**src/rtl/instruction_fetch_unit_pkg.sv**
```systemverilog
// Shared definitions for the fetch path: FSM state encoding and instruction width.
package instruction_fetch_unit_pkg;

  localparam int unsigned INSTR_W = 16;

  typedef enum logic [1:0] {
    StIdle = 2'd0,
    StWait = 2'd1,
    StLoad = 2'd2,
    StDone = 2'd3
  } fetch_state_e;

endpackage

```
**src/rtl/instruction_fetch_unit_if.sv**
```systemverilog
// Instruction memory read bus: ready-based read handshake between fetch unit and memory.
interface instruction_fetch_unit_if #(
  parameter int unsigned ADDR_W = 8
);
  import instruction_fetch_unit_pkg::*;

  logic               mem_rd;
  logic [ADDR_W-1:0]  mem_addr;
  logic [INSTR_W-1:0] mem_data;
  logic               mem_ready;

  modport master (
    output mem_rd,
    output mem_addr,
    input  mem_data,
    input  mem_ready
  );

  modport slave (
    input  mem_rd,
    input  mem_addr,
    output mem_data,
    output mem_ready
  );

endinterface

```
**src/rtl/instruction_fetch_unit_program_counter.sv**
```systemverilog
// Program counter register: async reset, jump load, wrapping increment.
module program_counter #(
  parameter int unsigned       ADDR_W   = 8,
  parameter logic [ADDR_W-1:0] RESET_PC = '0
) (
  input  logic              clk,
  input  logic              rst,
  input  logic              load,
  input  logic              inc,
  input  logic [ADDR_W-1:0] load_value,
  output logic [ADDR_W-1:0] pc
);

  // A jump target wins over the post-fetch increment; increment wraps naturally.
  always_ff @(posedge clk or posedge rst) begin
    if (rst) begin
      pc <= RESET_PC;
    end else if (load) begin
      pc <= load_value;
    end else if (inc) begin
      pc <= pc + {{(ADDR_W-1){1'b0}}, 1'b1};
    end
  end

endmodule

```
**src/rtl/instruction_fetch_unit.sv**
```systemverilog
// Instruction fetch unit: reads one word per request from instruction memory, strobes it
// into the instruction register and advances the program counter.
module instruction_fetch_unit
  import instruction_fetch_unit_pkg::*;
#(
  parameter int unsigned       ADDR_W   = 8,
  parameter logic [ADDR_W-1:0] RESET_PC = '0,
  parameter int unsigned       WAIT_MAX = 15
) (
  input  logic                     clk,
  input  logic                     rst,
  input  logic                     fetch_req,
  output logic                     fetch_done,
  output logic                     busy,
  input  logic                     pc_load,
  input  logic [ADDR_W-1:0]        pc_in,
  output logic [ADDR_W-1:0]        pc_out,
  instruction_fetch_unit_if.master mem,
  output logic                     ir_load,
  output logic [INSTR_W-1:0]       ir_value,
  output logic                     err_timeout
);

  // Last counter value before the timeout fires, so WAIT lasts exactly WAIT_MAX cycles.
  localparam logic [7:0] WaitLast = 8'(WAIT_MAX - 1);

  fetch_state_e state;
  logic         flush;
  logic [7:0]   wait_cnt;

  program_counter #(
    .ADDR_W   (ADDR_W),
    .RESET_PC (RESET_PC)
  ) u_pc (
    .clk        (clk),
    .rst        (rst),
    .load       (pc_load),
    .inc        (state == StLoad),
    .load_value (pc_in),
    .pc         (pc_out)
  );

  // Fetch sequencer with registered outputs; the jump itself is handled by the PC.
  always_ff @(posedge clk or posedge rst) begin
    if (rst) begin
      state        <= StIdle;
      mem.mem_rd   <= 1'b0;
      mem.mem_addr <= '0;
      ir_value     <= '0;
      ir_load      <= 1'b0;
      fetch_done   <= 1'b0;
      busy         <= 1'b0;
      err_timeout  <= 1'b0;
      flush        <= 1'b0;
      wait_cnt     <= '0;
    end else begin
      unique case (state)
        StIdle: begin
          // A simultaneous jump drops the request; the control unit re-requests.
          if (fetch_req && !pc_load) begin
            mem.mem_addr <= pc_out;
            mem.mem_rd   <= 1'b1;
            wait_cnt     <= '0;
            busy         <= 1'b1;
            state        <= StWait;
          end
        end
        StWait: begin
          if (pc_load) begin
            flush <= 1'b1;
          end
          if (mem.mem_ready) begin
            mem.mem_rd <= 1'b0;
            flush      <= 1'b0;
            // A jump seen now or earlier makes this word stale.
            if (flush || pc_load) begin
              busy  <= 1'b0;
              state <= StIdle;
            end else begin
              ir_value <= mem.mem_data;
              ir_load  <= 1'b1;
              state    <= StLoad;
            end
          end else if (wait_cnt == WaitLast) begin
            err_timeout <= 1'b1;
            mem.mem_rd  <= 1'b0;
            flush       <= 1'b0;
            busy        <= 1'b0;
            state       <= StIdle;
          end else begin
            wait_cnt <= wait_cnt + 8'd1;
          end
        end
        StLoad: begin
          ir_load    <= 1'b0;
          fetch_done <= 1'b1;
          state      <= StDone;
        end
        StDone: begin
          fetch_done <= 1'b0;
          busy       <= 1'b0;
          state      <= StIdle;
        end
        default: state <= StIdle;
      endcase
    end
  end

endmodule
```
**src/flat_wrapper.sv**
```systemverilog
// flat-port wrapper written by rule: the top's interface ports become plain ports
module instruction_fetch_unit_flat import instruction_fetch_unit_pkg::*;
#(
  parameter int unsigned       ADDR_W   = 8,
  parameter logic [ADDR_W-1:0] RESET_PC = '0,
  parameter int unsigned       WAIT_MAX = 15
)
  (clk, rst, fetch_req, fetch_done, busy, pc_load, pc_in, pc_out, ir_load, ir_value, err_timeout, mem_mem_rd, mem_mem_addr, mem_mem_data, mem_mem_ready);
  instruction_fetch_unit_if #(.ADDR_W(ADDR_W)) mem_i ();
  input  logic clk;
  input  logic rst;
  input  logic fetch_req;
  output logic fetch_done;
  output logic busy;
  input  logic pc_load;
  input  logic [ADDR_W-1:0] pc_in;
  output logic [ADDR_W-1:0] pc_out;
  output logic ir_load;
  output logic [INSTR_W-1:0] ir_value;
  output logic err_timeout;
  output wire logic [$bits(mem_i.mem_rd)-1:0] mem_mem_rd;
  output wire logic [$bits(mem_i.mem_addr)-1:0] mem_mem_addr;
  input wire logic [$bits(mem_i.mem_data)-1:0] mem_mem_data;
  input wire logic [$bits(mem_i.mem_ready)-1:0] mem_mem_ready;
  assign mem_mem_rd = mem_i.mem_rd;
  assign mem_mem_addr = mem_i.mem_addr;
  assign mem_i.mem_data = mem_mem_data;
  assign mem_i.mem_ready = mem_mem_ready;
  instruction_fetch_unit #(.ADDR_W(ADDR_W), .RESET_PC(RESET_PC), .WAIT_MAX(WAIT_MAX)) u_core (.clk(clk), .rst(rst), .fetch_req(fetch_req), .fetch_done(fetch_done), .busy(busy), .pc_load(pc_load), .pc_in(pc_in), .pc_out(pc_out), .mem(mem_i), .ir_load(ir_load), .ir_value(ir_value), .err_timeout(err_timeout));
endmodule
```
**config.mk**
```make
export PLATFORM = sky130hd
export DESIGN_NAME = instruction_fetch_unit_flat
export DESIGN_NICKNAME = d
export VERILOG_FILES = /design/src/rtl/instruction_fetch_unit_pkg.sv /design/src/rtl/instruction_fetch_unit_if.sv /design/src/rtl/instruction_fetch_unit_program_counter.sv /design/src/rtl/instruction_fetch_unit.sv /design/src/flat_wrapper.sv
export SDC_FILE = /design/constraint.sdc
export NUM_CORES = 1
export LEC_CHECK = 0
export ABC_AREA = 1
export CAP_MARGIN = 20
export CORE_UTILIZATION = 49
export CTS_BUF_LIST = sky130_fd_sc_hd__clkbuf_8
export DETAILED_ROUTE_END_ITERATION = 12
export PLACE_DENSITY = 0.93
export REMOVE_ABC_BUFFERS = 1
export SKIP_LAST_GASP = 1
export SLEW_MARGIN = 20
export SYNTH_ARGS = -nofsm -noshare
export SYNTH_HDL_FRONTEND = slang
export SYNTH_SLANG_ARGS = --single-unit
```
**constraint.sdc**
```tcl
create_clock -name clk -period 2.05 [get_ports clk]
set_input_delay 0.615 -clock clk [delete_from_list [all_inputs] [get_ports clk]]
set_output_delay 0.615 -clock clk [all_outputs]
set_load 0.02 [all_outputs]
```
==> run metrics <==
Leak=1.59 nW; Starting DRT DRC Count=125; CP cell instances=clkdlybuf4s50_1; # nets final=387; critical path class=reg2out; Final Power=0.00397 W; chip width=70.5 um; number of max-cap violations=0; WL final=just over 5000 um; clock power share=about 15%; register area share after synthesis=52.3%; CP max FO=5; fill count=between 300 and 400; n_diodes=0; #FFs+latches synth=48; Synth Area in Compound Gates=9.42%; number of global-route vias before repair=1852; failing checks=design-rule violations; largest family of logic cells by synthesized area=simple AND/OR/NAND/NOR gates; Synth cell types=30; Synth Area per Inst=roughly 8.1 sq um; Data arrival, critical path=1.37 ns; remaining antenna violation count=0; clock skew=~0.0034 ns; cell area after synthesis=roughly 0.0023 sq mm; share of cells above drive strength 1=8.15%; Setup TNS Final=0 ns; sw frac=39.9%; Die Area=about 0.0050 sq mm; quantity of hold-fixing buffers added after cts=0; HP Class=reg2reg; Switch Pwr=approximately 0.0016 W; largest net degree at the start of global routing=34; Synth warnings=0; simple-gate share of the synthesized area=between 20% and 30%; minimum period implied by the final worst setup slack=slightly below 2 ns; crit start category=register; Pins Over Slew Limit=0; Area Overhead vs Synth=36.9%; 1st-pass router iterations=8; cts bufs inserted=5; crit share post-route=96.6%; unrepaired setup endpoints after global routing=no; Max clock buf depth=2; via/cell ratio=4.92; Layout Utilization=70.8%; Internal Pwr Total=0.00239 W; status=finished with violations; H-tree depth=2; endpoint type of the worst setup path=output port; worst path required time=1.43 ns; vias post-DR=approximately 2000; Post-Synth XOR/XNOR Area=between 1.5 and 2%; Fmax=505 MHz; Crit path buffers/inverters=1; WL per Instance=roughly 12 um; core area=0.00444 sq mm; initial core utilization=51.7%; gr usage total=between 20% and 30%; combinational share of power=46.2%; Root Driver=clkbuf_8; port buffer count=65; detailed placement HPWL=3830 um; Worst Tran Pin Value=0.430 ns; Hold Violations, Final=0; first-pass GRT wire length=around 8500 um; GPL Wtd Cong=0.831; Seq pwr share=38.7%; cell area power density=1260 mW/mm^2; # DRC=4; CP max stage delay=between 0.6 and 0.7 ns; IO Pins=66; Slowest-stage cell, CP=clkdlybuf4s50_1; initial antenna violation count=0; cell family contributing the most delay on the critical path=buffers and inverters; Die Span Y=70.5 um; headroom to the max-slew limit=about 71%; final setup vio count=0; Row Count=24; Num Clock Sinks=48; GRT overflow=0; Peak VDD IR=roughly 0.00085 V; CTS tree=built; post-synthesis adder-cell area fraction=1.63%; mux cell area share after synthesis=0%; Post-Synthesis Cells=283; Clk Latency, worst-skew pair=0.30 ns; Reg clk slew, reported paths=0.08 ns
-- final timing paths --
check                                                   startpoint                            endpoint  slack (ns)  cells after the start
worst max-delay path                 u_core.u_pc.pc[1]$_DFFE_PP0P_                           pc_out[1]        0.07                      1
worst min-delay path            u_core.mem.mem_addr[1]$_DFFE_PP0P_  u_core.mem.mem_addr[1]$_DFFE_PP0P_        0.49                      2
worst max register to register      u_core.wait_cnt[0]$_DFFE_PP0P_      u_core.wait_cnt[4]$_DFFE_PP0P_        0.53                      7
worst min register to register  u_core.mem.mem_addr[1]$_DFFE_PP0P_  u_core.mem.mem_addr[1]$_DFFE_PP0P_        0.49                      2
max in group asynchronous                                      rst  u_core.mem.mem_addr[7]$_DFFE_PP0P_        1.04                      3
min in group asynchronous                                      rst      u_core.wait_cnt[1]$_DFFE_PP0P_        0.61                      2
-- final cells by class --
| cell class | count | area (sq um) | area share (%) |
|---|---|---|---|
| clock buffer | 6 | 82.6 | 2.63 |
| clock inverter | 2 | 13.8 | 0.438 |
| inverter | 41 | 158 | 5.01 |
| multi-input combinational | 187 | 895 | 28.4 |
| sequential | 48 | 1200 | 38.2 |
| tap | 52 | 65.1 | 2.07 |
| timing repair buffer | 72 | 731 | 23.2 |
-- per-layer routing --
layer / wire [um] / GRT usage (%) / vias to the layer above
li1: - / - / 1027
met1: 2210 / 28.7 / 909
met2: 2470 / 35.7 / 64
met3: 272 / 4.47 / 7
met4: 87 / 9.75 / 0
met5: 0 / 0 / -
-- sequential cells by signal (all words and copies together), names as in the netlist, named ones only --
signal	flops
u_core.ir_load	1
u_core.mem.mem_rd	1
u_core.state	1
u_core.busy	1
u_core.err_timeout	1
u_core.mem.mem_addr	8
u_core.ir_value	16
u_core.flush	1
u_core.wait_cnt	8
u_core.fetch_done	1
u_core.u_pc.pc	8
-- what timing repair did --
item | CTS | global route
endpoints found under the setup margin | 0 | 1
buffers inserted | 0 | 0
endpoints found under the hold margin | 0 | 0
resized for setup | 0 | 1
-- cell families after synthesis --
| kind of cell | after synthesis |
|---|---|
| XOR/XNOR | 4 |
| flip-flops | 48 |
| buffers and inverters | 48 |
| AND/OR/NAND/NOR | 142 |
| AO/OA/AOI/OAI | 38 |
| adder cells (fa/ha/maj) | 3 |
-- cell usage after synthesis, drive strengths merged --
cell type / count / share of area (%)
nand2: 93 / 16
a31oi: 1 / 0.27
o21ai: 27 / 6.2
dfrtp: 48 / 52
o21bai: 2 / 0.65
a21o: 1 / 0.33
buf: 7 / 1.9
a21boi: 1 / 0.33
xnor2: 1 / 0.38
nand4: 2 / 1.2
o211ai: 3 / 0.98
clkinv: 1 / 0.22
inv: 40 / 6.6
nor3: 1 / 0.22
ha: 3 / 1.6
xor2: 3 / 1.1
nand3: 19 / 4.6
a21oi: 3 / 0.65
nor2: 27 / 4.8
-- stage by stage --
stage	cells	cell area (sq um)	worst slack, ns	hold slack, ns
3_5_place_dp	400	3050	0.0346	0.474
6_report	408	3150	0.0687	0.487
2_1_floorplan	276	2250	0.291	0.501
5_1_grt	408	3150	0.0279	0.522
4_1_cts	408	3140	0.00826	0.493
3_3_place_gp	400	3050	0.115	0.465
-- cells in the final DEF, fill, tap and decap left out, types with 2 or more instances in the layout --
cell type / n
nand2_2: 3
dfrtp_1: 48
o211ai_1: 3
nand3_1: 17
nand2_1: 90
inv_1: 37
o21bai_1: 2
clkinv_2: 2
inv_2: 2
buf_12: 2
ha_1: 3
o21ai_0: 8
o21ai_1: 17
clkbuf_8: 6
xor2_1: 3
o21ai_2: 2
buf_4: 5
a21oi_1: 3
clkdlybuf4s50_1: 64
nor2_1: 25
nand3_2: 2
-- power groups by stage --
stage	logic [W]	registers, W	clock network [W]
2_1_floorplan	0.000638	0.00187	0
3_3_place_gp	0.00178	0.00154	0
3_5_place_dp	0.00184	0.00154	0
4_1_cts	0.00185	0.00154	0.000611
5_1_grt	0.00199	0.00158	0.000645
6_report	0.00184	0.00154	0.000597
(Power assumes the default switching activity.)
